### config.mk
export PLATFORM = sky130hd
export DESIGN_NAME = sgdmac_desc_queue
export DESIGN_NICKNAME = d
export VERILOG_FILES = /design/src/rtl/sgdmac_desc_queue.sv
export SDC_FILE = /design/constraint.sdc
export NUM_CORES = 1
export LEC_CHECK = 0
export BUFFER_PORTS_ARGS = -buffer_cell sky130_fd_sc_hd__buf_2
export CORE_MARGIN = 3
export CORE_UTILIZATION = 57
export DETAILED_ROUTE_END_ITERATION = 16
export GPL_TIMING_DRIVEN = 0
export PLACE_DENSITY_LB_ADDON = 0.05
export SYNTH_ARGS = -nofsm -noshare
export SYNTH_HDL_FRONTEND = slang
export SYNTH_SLANG_ARGS = --single-unit
### constraint.sdc
create_clock -name clk -period 4.9 [get_ports clk]
set_input_delay 0.98 -clock clk [delete_from_list [all_inputs] [get_ports clk]]
set_output_delay 0.98 -clock clk [all_outputs]
set_load 0.1 [all_outputs]
### src/rtl/sgdmac_desc_queue.sv
// Descriptor queue between the SG-DMA descriptor fetcher and the transfer engine.
// First-word-fall-through circular buffer with drop/overflow/byte accounting.
module sgdmac_desc_queue #(
    parameter int unsigned DEPTH = 4,
    parameter int unsigned CNT_W = $clog2(DEPTH) + 1
) (
    input  logic             clk,
    input  logic             rst,
    input  logic             wren_i,
    input  logic [47:0]      wdata_i,
    input  logic             rw_i,
    input  logic             clr_i,
    output logic             desc_valid_o,
    input  logic             desc_ready_i,
    output logic [31:0]      desc_addr_o,
    output logic [15:0]      desc_len_o,
    output logic             desc_rw_o,
    output logic [CNT_W-1:0] count_o,
    output logic             full_o,
    output logic             empty_o,
    output logic             overflow_o,
    output logic [7:0]       drop_cnt_o,
    output logic [31:0]      bytes_o
);

    localparam int unsigned PTR_W = $clog2(DEPTH);
    localparam logic [CNT_W-1:0] DEPTH_CNT = CNT_W'(DEPTH);

    if (DEPTH < 2 || DEPTH > 16 || (DEPTH & (DEPTH - 1)) != 0) begin : g_bad_depth
        $error("sgdmac_desc_queue: DEPTH must be a power of two in 2..16");
    end

    // Entry layout: {rw, addr[31:0], len[15:0]}
    logic [48:0]      mem [DEPTH];

    logic [PTR_W-1:0] wr_ptr_q, wr_ptr_d;
    logic [PTR_W-1:0] rd_ptr_q, rd_ptr_d;
    logic [CNT_W-1:0] count_q, count_d;
    logic             overflow_q, overflow_d;
    logic [7:0]       drop_cnt_q, drop_cnt_d;
    logic [31:0]      bytes_q, bytes_d;

    logic             len_nz;
    logic             push;
    logic             pop;
    logic             full;
    logic             empty;
    logic [48:0]      head;

    assign full   = (count_q == DEPTH_CNT);
    assign empty  = (count_q == '0);
    assign len_nz = (wdata_i[15:0] != 16'h0000);
    assign head   = mem[rd_ptr_q];

    // A pop in the same cycle frees the slot, so a full queue still accepts the push.
    assign pop  = !empty && desc_ready_i;
    assign push = wren_i && len_nz && (!full || pop);

    always_comb begin
        wr_ptr_d   = wr_ptr_q;
        rd_ptr_d   = rd_ptr_q;
        count_d    = count_q;
        overflow_d = overflow_q;
        drop_cnt_d = drop_cnt_q;
        bytes_d    = bytes_q;

        if (clr_i) begin
            wr_ptr_d   = '0;
            rd_ptr_d   = '0;
            count_d    = '0;
            overflow_d = 1'b0;
            drop_cnt_d = '0;
            bytes_d    = '0;
        end else begin
            if (push) begin
                wr_ptr_d = wr_ptr_q + PTR_W'(1);
            end
            if (pop) begin
                rd_ptr_d = rd_ptr_q + PTR_W'(1);
                bytes_d  = bytes_q + {16'h0000, head[15:0]};
            end
            unique case ({push, pop})
                2'b10:   count_d = count_q + CNT_W'(1);
                2'b01:   count_d = count_q - CNT_W'(1);
                default: count_d = count_q;
            endcase
            if (wren_i && len_nz && full && !pop) begin
                overflow_d = 1'b1;
            end
            if (wren_i && !len_nz && drop_cnt_q != 8'hFF) begin
                drop_cnt_d = drop_cnt_q + 8'd1;
            end
        end
    end

    always_ff @(posedge clk) begin
        if (rst) begin
            wr_ptr_q   <= '0;
            rd_ptr_q   <= '0;
            count_q    <= '0;
            overflow_q <= 1'b0;
            drop_cnt_q <= '0;
            bytes_q    <= '0;
        end else begin
            wr_ptr_q   <= wr_ptr_d;
            rd_ptr_q   <= rd_ptr_d;
            count_q    <= count_d;
            overflow_q <= overflow_d;
            drop_cnt_q <= drop_cnt_d;
            bytes_q    <= bytes_d;
        end
    end

    // Storage is not reset; entries are only observable once counted in.
    always_ff @(posedge clk) begin
        if (push && !clr_i && !rst) begin
            mem[wr_ptr_q] <= {rw_i, wdata_i};
        end
    end

    assign desc_valid_o = !empty;
    assign desc_rw_o    = head[48];
    assign desc_addr_o  = head[47:16];
    assign desc_len_o   = head[15:0];
    assign count_o      = count_q;
    assign full_o       = full;
    assign empty_o      = empty;
    assign overflow_o   = overflow_q;
    assign drop_cnt_o   = drop_cnt_q;
    assign bytes_o      = bytes_q;

endmodule

==> Word level (Yosys, flattened, before mapping) <==
Memory sizes are Yosys's and may differ from the RTL's. A register that Yosys moved wholly into a read port is not among the register bits.
Cells that the tools add are included.
{ "classes": {"eq_ne": 4, "addsub": 6, "reduce_logical": 20, "mux": 5} }
{ "ops": {"columns": ["cell", "count"], "rows": [
  ["$add 32x16->32", 1],
  ["$reduce_bool 16->1", 1],
  ["$logic_and 1x1->1", 9],
  ["$add 8x1->8 const B", 1],
  ["$ne 8x8->1 const B", 1],
  ["$logic_not 1->1", 6],
  ["$pmux 3 s2", 1],
  ["$add 2x1->2 const B", 2],
  ["$mux 2", 2],
  ["$add 3x1->3 const B", 1],
  ["$eq 3x3->1 const B", 1],
  ["$logic_not 3->1", 1],
  ["$sub 3x1->3 const B", 1],
  ["$eq 2x1->1 const B", 1],
  ["$eq 2x2->1 const B", 1],
  ["$mux 1", 2],
  ["$reduce_bool 2->1", 1],
  ["$reduce_or 2->1", 1],
  ["$logic_or 1x1->1", 1]
]} }
{ "word_totals": {"n_memories": 1, "word_cells": 42, "ff_bits": 48, "inputBits": 54, "ram_bits": 196, "output_inout_bits": 96} }
{ "mem_list": {"columns": ["memory", "depth", "width", "read_ports", "rd_ports_with_merged_regs", "write_ports", "line", "text"], "rows": [
  ["mem", 4, 49, 1, 1, 1, "34", "logic [48:0] mem [DEPTH];"]
]} }

==> Logic depth before layout (Yosys ltp) <==
{ "logic_depth": {"depth_word": 9, "mapped_depth": 13, "ltp_nobuf": 9} }

==> Worst setup path after synthesis <==
OpenSTA, ideal clock, no wires.
{ "synth_timing": {"kind": "flip-flop to flip-flop", "startpoint": "register (tool-made name)", "endpoint": "register bytes_q[28] (netlist: bytes_o[28])", "t_required_ns": 4.772, "t_arrival_ns": 3.623, "synth_period_minus_slack_ns": 3.751, "setup_time_ns": 0.128, "path_buffers": 3, "stages_incl_launch_ff": 12, "setup_slack_ns": 1.149, "path_cell_list": "dfxtp_1 > clkbuf_1 > buf_2 > buf_2 > mux4_2 > fa_1 > a21o_1 > a221oi_2 > a211oi_2 > a221oi_1 > xor2_1 > nor2_1"} }
{ "synth_lines": {"columns": ["element", "line", "text"], "rows": [
  ["to (signal assigned)", "110", "bytes_q <= bytes_d;"],
  ["to (decl)", "41", "logic [31:0] bytes_q, bytes_d;"]
]} }

==> results.sh <==
export IMPL_drt_iter0_markers=449
export IMPL_endpoint_kind="flip-flop"
export IMPL_routedWlPerCell_microns=21.17
export IMPL_synth_area_sq_mm=0.01027
export IMPL_fin_worst_skew_ns=0.007045
export IMPL_core_area_sq_mm=0.01748
export IMPL_synthTopCellsByArea="edfxtp_1 (57%), mux4_2 (11%), dfxtp_1 (9.7%)"
export IMPL_clk_pin_slew_worst_paths_ns=0.06
export IMPL_grt_pass1_wl_microns=35880
export IMPL_path_max_fanout=10
export IMPL_gp_congestion=0.8702
export IMPL_yosysWarnings=0
export IMPL_async_reset_ff_frac=0
export IMPL_synthFlopType="edfxtp_1"
export IMPL_grt_max_degree=34
export IMPL_vias_per_cell=5.935
export IMPL_postCtsSetupBuffers=0
export IMPL_post_cts_resized=0
export IMPL_placed_area_sq_mm=0.01139
export IMPL_period_share=0.8462
export IMPL_instances_no_fill=1081
export IMPL_crit_type="flip-flop to flip-flop"
export IMPL_swShare=0.2455
export IMPL_drc_errors=0
export IMPL_dr_pass1_iters=4
export IMPL_cts_tree="yes"
export IMPL_ir_drop_mv=0.4067
export IMPL_fin_nets=917
export IMPL_min_path_type="flip-flop to flip-flop"
export IMPL_drive_gt1_frac=0.3088
export IMPL_gr_total_overflow=0
export IMPL_num_rows=48
export IMPL_crit_arrival_ns=4.61
export IMPL_mostFrequentLayoutCells="edfxtp_1 (196), buf_2 (158), nand2_1 (56), dfxtp_1 (50), mux4_2 (49)"
export IMPL_vias=6416
export IMPL_final_area_sq_mm=0.01216
export IMPL_crit_path_start_kind="flip-flop"
export IMPL_wl_microns=22890
export IMPL_synth_area_leader_cell="edfxtp_1"
export IMPL_cts_path_max_buffers=3
export IMPL_port_buffers=149
export IMPL_antenna_found_initial=1
export IMPL_hold_viol=0
export IMPL_fin_util=0.6955
export IMPL_clkPwrFrac=0.398
export IMPL_timing_fmax_ghz=0.2412
export IMPL_grt_use_total=0.2324
export IMPL_root_buffer="clkbuf_16"
export IMPL_rsz0062_at_grt="no"
export IMPL_p_int_w=0.003380
export IMPL_synthCells=660
export IMPL_start_util=0.5879
export IMPL_drv_cap=0
export IMPL_p_comb_frac=0.092
export IMPL_required_ns=5.36
export IMPL_whs_ns=0.4778
export IMPL_p_leak_nw=4.260
export IMPL_pwr_density_cell_mw_per_mm2=368.5
export IMPL_worstSkewPairLatency_ns=0.53
export IMPL_num_io_pins=150
export IMPL_ant_nets=0
export IMPL_setup_tns_ns=0
export IMPL_min_period_ns=4.146
export IMPL_outcome="completed"
export IMPL_grt_pass1_vias=6507
export IMPL_synth_nets=737
export IMPL_synth_edf_count=196
export IMPL_ctsHoldBuffers=0
export IMPL_setup_violations_final=0
export IMPL_synth_seq_cells=246
export IMPL_cts_made_buffers=25
export IMPL_dp_hpwl_microns=15480
export IMPL_p_seq_frac=0.510
export IMPL_switchingPower_w=0.001099
export IMPL_maxSlewHeadroom=0.5164
export IMPL_ys_seq_area_frac=0.6702
export IMPL_layout_commonest_cell="edfxtp_1"
export IMPL_drv_slew=0
export IMPL_min_from="bytes_o[0]$_SDFFE_PP0P_"
export IMPL_synth_top_cell_area_share=0.5728
export IMPL_dp_cells=1038
export IMPL_syn_to_final_growth_pct=18.30
export IMPL_cts_sink_count=246
export IMPL_syn_area_per_cell_sq_um=15.57
export IMPL_die_width_microns=140.3
export IMPL_tightest_slew_ns=0.7254
export IMPL_ctsHtreeMaxLevel=1
export IMPL_synthDistinctLibCells=58
export IMPL_die_h_microns=140.3
export IMPL_dieArea_sq_mm=0.01967
[cell usage after synthesis (all sizes together) (13+ instances only)]
cell	n
ha	21
o21ai	20
mux4	49
buf	14
nand2	56
nor3	13
nor2	33
nand3	21
xnor2	14
dfxtp	50
edfxtp	196
clkbuf	15
a21oi	30
[flip-flops by register name (all words and copies together) (netlist names), named ones only]
register    cells
bytes_o        32
overflow_o      1
drop_cnt_o      8
rd_ptr_q        2
count_o         3
wr_ptr_q        2
mem           196
[cells by family (layout without fill, tap and decap cells)]
| kind of cell | Yosys count | count (layout) | share of synthesized area |
|---|---|---|---|
| AOI/OAI and AO/OA | 97 | 97 | 0.06564 |
| other | 0 | 1 | 0 |
| muxes | 58 | 58 | 0.1162 |
| and+or+nand+nor | 176 | 176 | 0.08329 |
| DFF | 246 | 246 | 0.6702 |
| buffers and inverters | 38 | 233 | 0.01644 |
| xor gates and xnor gates | 22 | 22 | 0.01875 |
| adders and majority gates | 23 | 23 | 0.02947 |
[power by group through the flow]
stage               Clock, W  Combinational [W]  Sequential [W]
floorplan                  0           0.000276         0.00236
global placement           0           0.000401         0.00233
detailed placement         0           0.000410         0.00233
CTS                  0.00182           0.000412         0.00229
global route         0.00190           0.000435         0.00229
finish               0.00178           0.000411         0.00229
[path summary, 6_finish.rpt]
path | cells after the start | slack, ns | end
worst min register to register | 2 | 0.48 | bytes_o[0]$_SDFFE_PP0P_
worst max-delay path | 10 | 0.75 | bytes_o[21]$_SDFFE_PP0P_
worst max register to register | 10 | 0.75 | bytes_o[21]$_SDFFE_PP0P_
worst min-delay path | 2 | 0.48 | bytes_o[0]$_SDFFE_PP0P_
[through the flow]
stage / setup WS (ns) / power, W
floorplan: 1.149 / 0.002636
global placement: 0.3725 / 0.002731
detailed placement: 0.8091 / 0.002741
CTS: 0.7537 / 0.004516
global route: 0.5373 / 0.004624
finish: 0.7536 / 0.004479
[layout make-up]
cell class | count | area, sq um
tap | 225 | 281.5
buffer | 29 | 135.1
sequential | 246 | 6887
inverter | 9 | 33.78
timing repair buffer | 153 | 825.8
antenna | 1 | 2.502
clock buffer | 30 | 654.4
multi-input combinational | 376 | 3224
fill | 1206 | 5321
clock inverter | 12 | 111.4
[critical path: stages, from the launching register on]
cell and delay [ns]:
dfxtp_1 0.39, clkbuf_1 0.52, clkbuf_1 0.62, mux4_2 0.46, ha_1 0.37, o21ai_1 0.11
o211ai_1 0.31, nand3_1 0.28, a21bo_1 0.30, a2111oi_2 0.47, mux2i_1 0.23
[routing by layer]
layer | wire (microns) | GRT usage
met5 | 0 | 0
met4 | 477 | 0.05813
met3 | 1725 | 0.05565
met2 | 11510 | 0.3926
met1 | 9172 | 0.3084
Note: power is estimated with default switching activity, not from simulation.
